[src/rtl/med_pkg.sv]
// rtl/med_pkg.sv - shared state type and window-size helpers for the median sort controller.
package med_pkg;

  typedef enum logic [2:0] {
    ST_IDLE,
    ST_LOAD,
    ST_CMP,
    ST_BYPS,
    ST_FINAL,
    ST_DONE
  } med_state_t;

  function automatic int pass_count(input int n);
    return (n - 1) / 2;
  endfunction

  // Lowest pass index; passes run from n-1 down to this value inclusive.
  function automatic int last_idx(input int n);
    return n - pass_count(n);
  endfunction

  function automatic int final_len(input int n);
    return pass_count(n) + 1;
  endfunction

  function automatic int cnt_width(input int n);
    return $clog2(n + 2);
  endfunction

endpackage

[src/rtl/med_ctrl.sv]
// rtl/med_ctrl.sv - sequencer that loads a pixel window into MED and drives its partial bubble sort.
module med_ctrl
  import med_pkg::*;
#(
  parameter int N_PIXELS = 9
) (
  input  logic CLK,
  input  logic nRST,
  input  logic DSI,
  output logic MED_DSI,
  output logic BYP,
  output logic DSO,
  output logic BUSY,
  output logic ERR
);

  localparam int CW = cnt_width(N_PIXELS);
  localparam logic [CW-1:0] L_N        = CW'(N_PIXELS);
  localparam logic [CW-1:0] L_SAT      = CW'(N_PIXELS + 1);
  localparam logic [CW-1:0] L_IDX0     = CW'(N_PIXELS - 1);
  localparam logic [CW-1:0] L_IDX_LAST = CW'(last_idx(N_PIXELS));
  localparam logic [CW-1:0] L_FIN_LAST = CW'(final_len(N_PIXELS) - 1);
  localparam logic [CW-1:0] L_ONE      = CW'(1);

  med_state_t    r_state;
  logic [CW-1:0] r_cnt;
  logic [CW-1:0] r_idx;
  logic [CW-1:0] r_phase;
  logic          r_mdsi;
  logic          r_byp;
  logic          r_dso;
  logic          r_busy;
  logic          r_err;

  med_state_t    w_nxt_state;
  logic [CW-1:0] w_nxt_cnt;
  logic [CW-1:0] w_nxt_idx;
  logic [CW-1:0] w_nxt_phase;
  logic          w_nxt_err;
  logic          w_nxt_busy;

  always_ff @(posedge CLK or negedge nRST) begin
    if (!nRST) begin
      r_state <= ST_IDLE;
      r_cnt   <= '0;
      r_idx   <= '0;
      r_phase <= '0;
      r_mdsi  <= 1'b0;
      r_byp   <= 1'b0;
      r_dso   <= 1'b0;
      r_busy  <= 1'b0;
      r_err   <= 1'b0;
    end else begin
      r_state <= w_nxt_state;
      r_cnt   <= w_nxt_cnt;
      r_idx   <= w_nxt_idx;
      r_phase <= w_nxt_phase;
      // Outputs for the sort phases come from the next state so they are glitch-free registers.
      r_mdsi  <= (w_nxt_state == ST_BYPS);
      r_byp   <= (w_nxt_state == ST_BYPS);
      r_dso   <= (w_nxt_state == ST_DONE);
      r_busy  <= w_nxt_busy;
      r_err   <= w_nxt_err;
    end
  end

  always_comb begin
    w_nxt_state = r_state;
    w_nxt_cnt   = r_cnt;
    w_nxt_idx   = r_idx;
    w_nxt_phase = r_phase;
    w_nxt_err   = 1'b0;
    unique case (r_state)
      ST_IDLE: begin
        if (DSI) begin
          w_nxt_state = ST_LOAD;
          w_nxt_cnt   = L_ONE;
        end
      end
      ST_LOAD: begin
        if (DSI) begin
          if (r_cnt != L_SAT) w_nxt_cnt = r_cnt + L_ONE;
        end else if (r_cnt == L_N) begin
          w_nxt_state = ST_CMP;
          w_nxt_cnt   = '0;
          w_nxt_idx   = L_IDX0;
          w_nxt_phase = '0;
        end else begin
          w_nxt_state = ST_IDLE;
          w_nxt_cnt   = '0;
          w_nxt_err   = 1'b1;
        end
      end
      ST_CMP: begin
        if (r_phase == r_idx - L_ONE) begin
          w_nxt_state = ST_BYPS;
          w_nxt_phase = '0;
        end else begin
          w_nxt_phase = r_phase + L_ONE;
        end
      end
      ST_BYPS: begin
        if (r_phase == L_N - r_idx - L_ONE) begin
          w_nxt_phase = '0;
          if (r_idx == L_IDX_LAST) begin
            w_nxt_state = ST_FINAL;
          end else begin
            w_nxt_state = ST_CMP;
            w_nxt_idx   = r_idx - L_ONE;
          end
        end else begin
          w_nxt_phase = r_phase + L_ONE;
        end
      end
      ST_FINAL: begin
        if (r_phase == L_FIN_LAST) begin
          w_nxt_state = ST_DONE;
          w_nxt_phase = '0;
        end else begin
          w_nxt_phase = r_phase + L_ONE;
        end
      end
      ST_DONE: begin
        w_nxt_state = ST_IDLE;
        w_nxt_idx   = '0;
      end
      default: begin
        w_nxt_state = ST_IDLE;
        w_nxt_cnt   = '0;
        w_nxt_idx   = '0;
        w_nxt_phase = '0;
      end
    endcase
  end

  assign w_nxt_busy = (w_nxt_state == ST_CMP) || (w_nxt_state == ST_BYPS) ||
                      (w_nxt_state == ST_FINAL) || (w_nxt_state == ST_DONE);

  // While loading, MED must see the upstream strobe in the same cycle it is presented.
  assign MED_DSI = ((r_state == ST_IDLE) || (r_state == ST_LOAD)) ? DSI : r_mdsi;
  assign BYP     = r_byp;
  assign DSO     = r_dso;
  assign BUSY    = r_busy;
  assign ERR     = r_err;

endmodule
[config.mk]
export PLATFORM = sky130hd
export DESIGN_NAME = med_ctrl
export DESIGN_NICKNAME = d
export VERILOG_FILES = /design/src/rtl/med_pkg.sv /design/src/rtl/med_ctrl.sv
export SDC_FILE = /design/constraint.sdc
export NUM_CORES = 1
export LEC_CHECK = 0
export ABC_AREA = 1
export CORE_UTILIZATION = 58
export DETAILED_ROUTE_END_ITERATION = 8
export PLACE_DENSITY = 0.87
export SYNTH_ARGS = -nofsm -noshare
export SYNTH_HDL_FRONTEND = slang
export SYNTH_SLANG_ARGS = --single-unit
export TNS_END_PERCENT = 30
[constraint.sdc]
create_clock -name CLK -period 2.2 [get_ports CLK]
set_input_delay 0.33 -clock CLK [delete_from_list [all_inputs] [get_ports CLK]]
set_output_delay 0.33 -clock CLK [all_outputs]
set_load 0.01 [all_outputs]
=== After elaboration in Yosys (flattened, before gate mapping) ===
Index checks and enable logic that the tools add are counted.

* Bits in registers: 19
* Bits in latches: 0
* Memory bits (writable): 0
* Bits in read-only memories: 0
* Input port bits: 3
* Output and inout port bits: 5
* Memories: 0

* Add/subtract/negate cells: 5
* Multiply operators: 0
* Div/mod/pow operators: 0
* Order comparisons: 0
* Equality and inequality tests: 21
* Shift-type cells: 0
* Muxes and demuxes: 27
* Bitwise logic cells: 3
* Reduce and logical (&&, ||, !) cells: 11

{| class="wikitable"
|+ Operators with widths
! kind !! count
|-
| $mux W4 || 12
|-
| $pmux W4 S3 || 2
|-
| $pmux W4 S5 || 1
|-
| $mux W3 || 6
|-
| $pmux W3 S5 || 1
|-
| $eq A3 B2 Y1 const B || 4
|-
| $eq A3 B3 Y1 const B || 4
|-
| $ne A2 B2 Y1 const B || 5
|-
| $add A4 B1 Y4 const B || 2
|-
| $eq A4 B3 Y1 const B || 2
|-
| $eq A4 B4 Y1 || 2
|-
| $sub A4 B1 Y4 const B || 2
|-
| $reduce_and A3 Y1 || 2
|-
| $reduce_and A5 Y1 || 1
|-
| $eq A4 B4 Y1 const B || 1
|-
| $logic_or A1 B1 Y1 || 4
|-
| $mux W1 || 4
|-
| $ne A4 B4 Y1 const B || 1
|-
| $reduce_or A4 Y1 || 1
|-
| $sub A4 B4 Y4 const A || 1
|-
| $eq A3 B1 Y1 const B || 1
|-
| $logic_not A3 Y1 || 1
|-
| $ne A3 B3 Y1 const B || 1
|-
| $not A1 Y1 || 3
|-
| 3 further kinds || 3
|}

=== Longest topological paths before layout ===
* Depth after elaboration: 9
* Mapped depth: 13
* Gate-level depth less buffers: 13

=== Worst setup path before layout ===
No wires, ideal clock.

* Kind: flip-flop to flip-flop
* Start point: register r_idx[0]
* End point: register r_byp, in the netlist BYP
* Setup time: 0.113 ns
* Data arrival time: 1.580 ns
* Required time: 2.087 ns
* Setup slack: 0.508 ns
* Stages on the path, launching flop included: 11
* Buffers on the path: 0
* Clock period less this slack: 1.692 ns
* Path through: dfrtp_1 inv_1 ha_1 xnor2_1 nand2_1 nor2_1 nand2_2 nand2_4 nand3_1 nand2_1 inv_1

* Longest elaborated chain between the ends: 6

{| class="wikitable"
|+ Ends and longest elaborated chain
! what !! line !! RTL
|-
| start, declared || med_ctrl.sv:27 || <nowiki>logic [CW-1:0] r_idx;</nowiki>
|-
| start signal, assigned || med_ctrl.sv:56 || <nowiki>r_idx <= w_nxt_idx;</nowiki>
|-
| $sub A4 B4 Y4 || med_ctrl.sv:103 || <nowiki>if (r_phase == L_N - r_idx - L_ONE) begin</nowiki>
|-
| $sub A4 B1 Y4 || med_ctrl.sv:103 ||
|-
| $eq A4 B4 Y1 || med_ctrl.sv:103 ||
|-
| $mux W3 || med_ctrl.sv:103 ||
|-
| $pmux W3 S5 (*) || med_ctrl.sv:73 || <nowiki>unique case (r_state)</nowiki>
|-
| named net w_nxt_state[0] || med_ctrl.sv:35 || <nowiki>med_state_t w_nxt_state;</nowiki>
|-
| $eq A3 B2 Y1 (*) || med_ctrl.sv:60 || <nowiki>r_byp <= (w_nxt_state == ST_BYPS);</nowiki>
|-
| end signal, assigned || med_ctrl.sv:60 ||
|-
| end, declared || med_ctrl.sv:30 || <nowiki>logic r_byp;</nowiki>
|}

Mark *: on every way through the listed nets, which the timed path passes. The rest lies on a longest branch.
A chain may end at the register's enable or synchronous reset.

=== Worst setup path in the final report ===
Same ends and word-level chain as after synthesis.

==> results.json <==
{
  "synthCells": 176,
  "synth_area_per_cell_sq_um": 7.806,
  "synth.most_common_cell": "nand2_1",
  "io_buffer_count": 7,
  "slew_headroom": 0.6450,
  "top_layer": "met4",
  "start_util": 0.6210,
  "gr-total-overflow": 0,
  "rsz0062_at_grt": "false",
  "drive_gt1_frac": 0.1223,
  "htree_levels": 1,
  "die_area_sq_mm": 0.002567,
  "outcome": "completed",
  "ys_warn_count": 0,
  "powerDensity_mw_per_mm2": 363.9,
  "min_period_ns": 1.952,
  "root_buffer": "clkbuf_4",
  "synth_top_area_frac": 0.3461,
  "tightest_slew_ns": 0.5308,
  "gp_congestion": 0.8850,
  "yosys-top-cells-area": "dfrtp_1 35%, nand3_1 11%, nand2_1 10%",
  "hp-class": "in2async",
  "antenna_found_initial": 0,
  "drcViolationCount": 0,
  "grtUsageTotal": 0.2432,
  "clock_path_buffers": 2,
  "drt_wl_total_mm": 2.744,
  "drv_cap": 0,
  "slew_viol_final": 0,
  "dieHeight_um": 50.67,
  "dr.first_iter.drc_count": 36,
  "fin_skew_ns": 0.001231,
  "firstDrtPassIters": 4,
  "total_power_uw": 545.9,
  "antenna_left": 0,
  "required_ns": 2.41,
  "wl_met1_mm": 1.171,
  "numCtsBuffers": 3,
  "fmax_ghz": 0.5122,
  "core_sq_mm": 0.002212,
  "multiInputGateArea_sq_um": 784.5,
  "synth_flop_cell": "dfrtp_1",
  "netlist_area_sq_mm": 0.001374,
  "netlist_top_cells_count": "37 x nand2_1, 30 x nand3_1, 23 x inv_1",
  "ir_drop_v": 0.0004415,
  "clock_sinks": 19,
  "cts_tree": "built",
  "final_nets": 201,
  "post-dp-hpwl_mm": 2.124,
  "finalHoldViolCount": 0,
  "synth.largest_area_cell": "dfrtp_1",
  "yosysUniqueCellTypes": 27,
  "syn_to_final_growth_pct": 9.199,
  "rows": 17,
  "vias_per_cell": 5.602,
  "finalSetupViolCount": 0,
  "async_flop_share": 1.000,
  "crit_fanout": 7,
  "grt_pass1_vias": 1144,
  "regArea_sq_um": 476.7,
  "antennaDiodeCount": 0,
  "worst_skew_pair.late_latency_ns": 0.30,
  "synth-edff-count": 0,
  "route.met3.wl_um": 122,
  "cts.clk_slew.worst_paths_ns": 0.10,
  "period_share": 0.8874,
  "via_count": 1210,
  "ys_seq_area_frac": 0.3461,
  "tns_ns": 0,
  "chipWidth_um": 50.67,
  "critPathArrivalTime_ns": 2.16,
  "met2_length_mm": 1.372,
  "synth_seq_cells": 19,
  "ios": 8,
  "grt_max_degree": 20,
  "critPathCaptureType": "register",
  "startpoint_type": "register",
  "syn_nets": 188,
  "avgRoutedWirePerCell_um": 12.70,
  "nFillCells": 179,
  "grt_pass1_wl_mm": 4.602,
  "p_leak_uw": 0.0007172,
  "hold_slack_ns": 0.3540,
  "critPathKind": "reg2reg"
}
[power by group]
part | switching [uW] | internal, uW | leakage, uW
clock network | 108 | 70.8 | 0.0000150
registers | 0.915 | 350 | 0.000220
logic | 10.5 | 6.06 | 0.000482
[metrics by stage]
stage	cell area, sq um	util	instances	worst slack (ns)
2_1_floorplan	1374	-	176	0.5075
3_3_place_gp	1474	0.6663	212	0.2619
3_5_place_dp	1474	0.6663	212	0.2551
4_1_cts	1500	0.6782	216	0.2564
5_1_grt	1500	0.6782	216	0.09251
6_report	1500	0.6782	216	0.2478
[layout make-up]
type                    count  area share
repair buffers              9     0.05588
inverters                  25     0.06255
well taps                  28     0.02335
clock buffers               4     0.01751
multi-input cells         131      0.5229
flip-flops and latches     19      0.3178
[path summary, 6_finish.rpt]
path / start / endpoint / slack (ns) / cells after the start
setup / recovery: r_idx[0] / BYP / 0.25 / 10
hold / removal: nRST / r_idx[1] / 0.35 / 2
setup reg to reg: r_idx[0] / BYP / 0.25 / 10
hold reg to reg: r_idx[1] / r_idx[1] / 0.54 / 2
max in group asynchronous: nRST / r_state[2] / 1.63 / 2
min in group CLK: r_idx[1] / r_idx[1] / 0.54 / 2
[cells by family after synthesis]
| group | synth area share |
|---|---|
| buf+inv | 0.08288 |
| simple gates | 0.3725 |
| flops | 0.3461 |
| fa+ha+maj | 0.08197 |
| xor+xnor | 0.04463 |
| compound gates | 0.07196 |
[worst max-delay path, cell delays in order (launching register included)]
cell	delay [ns]
dfrtp_1	0.46
inv_1	0.16
ha_1	0.37
xnor2_1	0.15
nand2_1	0.07
nor2_1	0.13
nand2_2	0.15
nand2_4	0.15
nand3_1	0.12
nand2_1	0.07
inv_1	0.03
[placed cells by master, fill, tap and decap left out, types with 2 or more instances in the layout]
| cell | instances |
|---|---|
| a21oi_1 | 4 |
| buf_4 | 2 |
| nor2_1 | 13 |
| dfrtp_1 | 18 |
| ha_1 | 9 |
| o21ai_0 | 3 |
| clkbuf_4 | 3 |
| nor3_4 | 2 |
| nand2_1 | 37 |
| clkdlybuf4s50_1 | 6 |
| nand2_4 | 3 |
| xor2_1 | 5 |
| nand2_2 | 4 |
| nand3_1 | 30 |
| inv_1 | 23 |
| nand4_1 | 8 |
| xnor2_1 | 2 |
| inv_2 | 2 |
[state kept, by name (all words and copies together) (netlist names)]
| signal | flops |
|---|---|
| r_cnt | 4 |
| BUSY | 1 |
| BYP | 1 |
| r_idx | 4 |
| r_phase | 4 |
| ERR | 1 |
| r_state | 3 |
| DSO | 1 |
[routing by layer]
layer / GRT usage / vias to the layer above
met1: 0.2773 / 562
met5: 0 / -
met2: 0.4156 / 36
met4: 0.1389 / 0
met3: 0.05455 / 9
li1: - / 603
[what timing repair did]
item	CTS	global route
setup buffers	0	0
setup endpoints to repair	1	0
hold buffers	0	0
resized for setup	2	0
(Power assumes the default switching activity.)
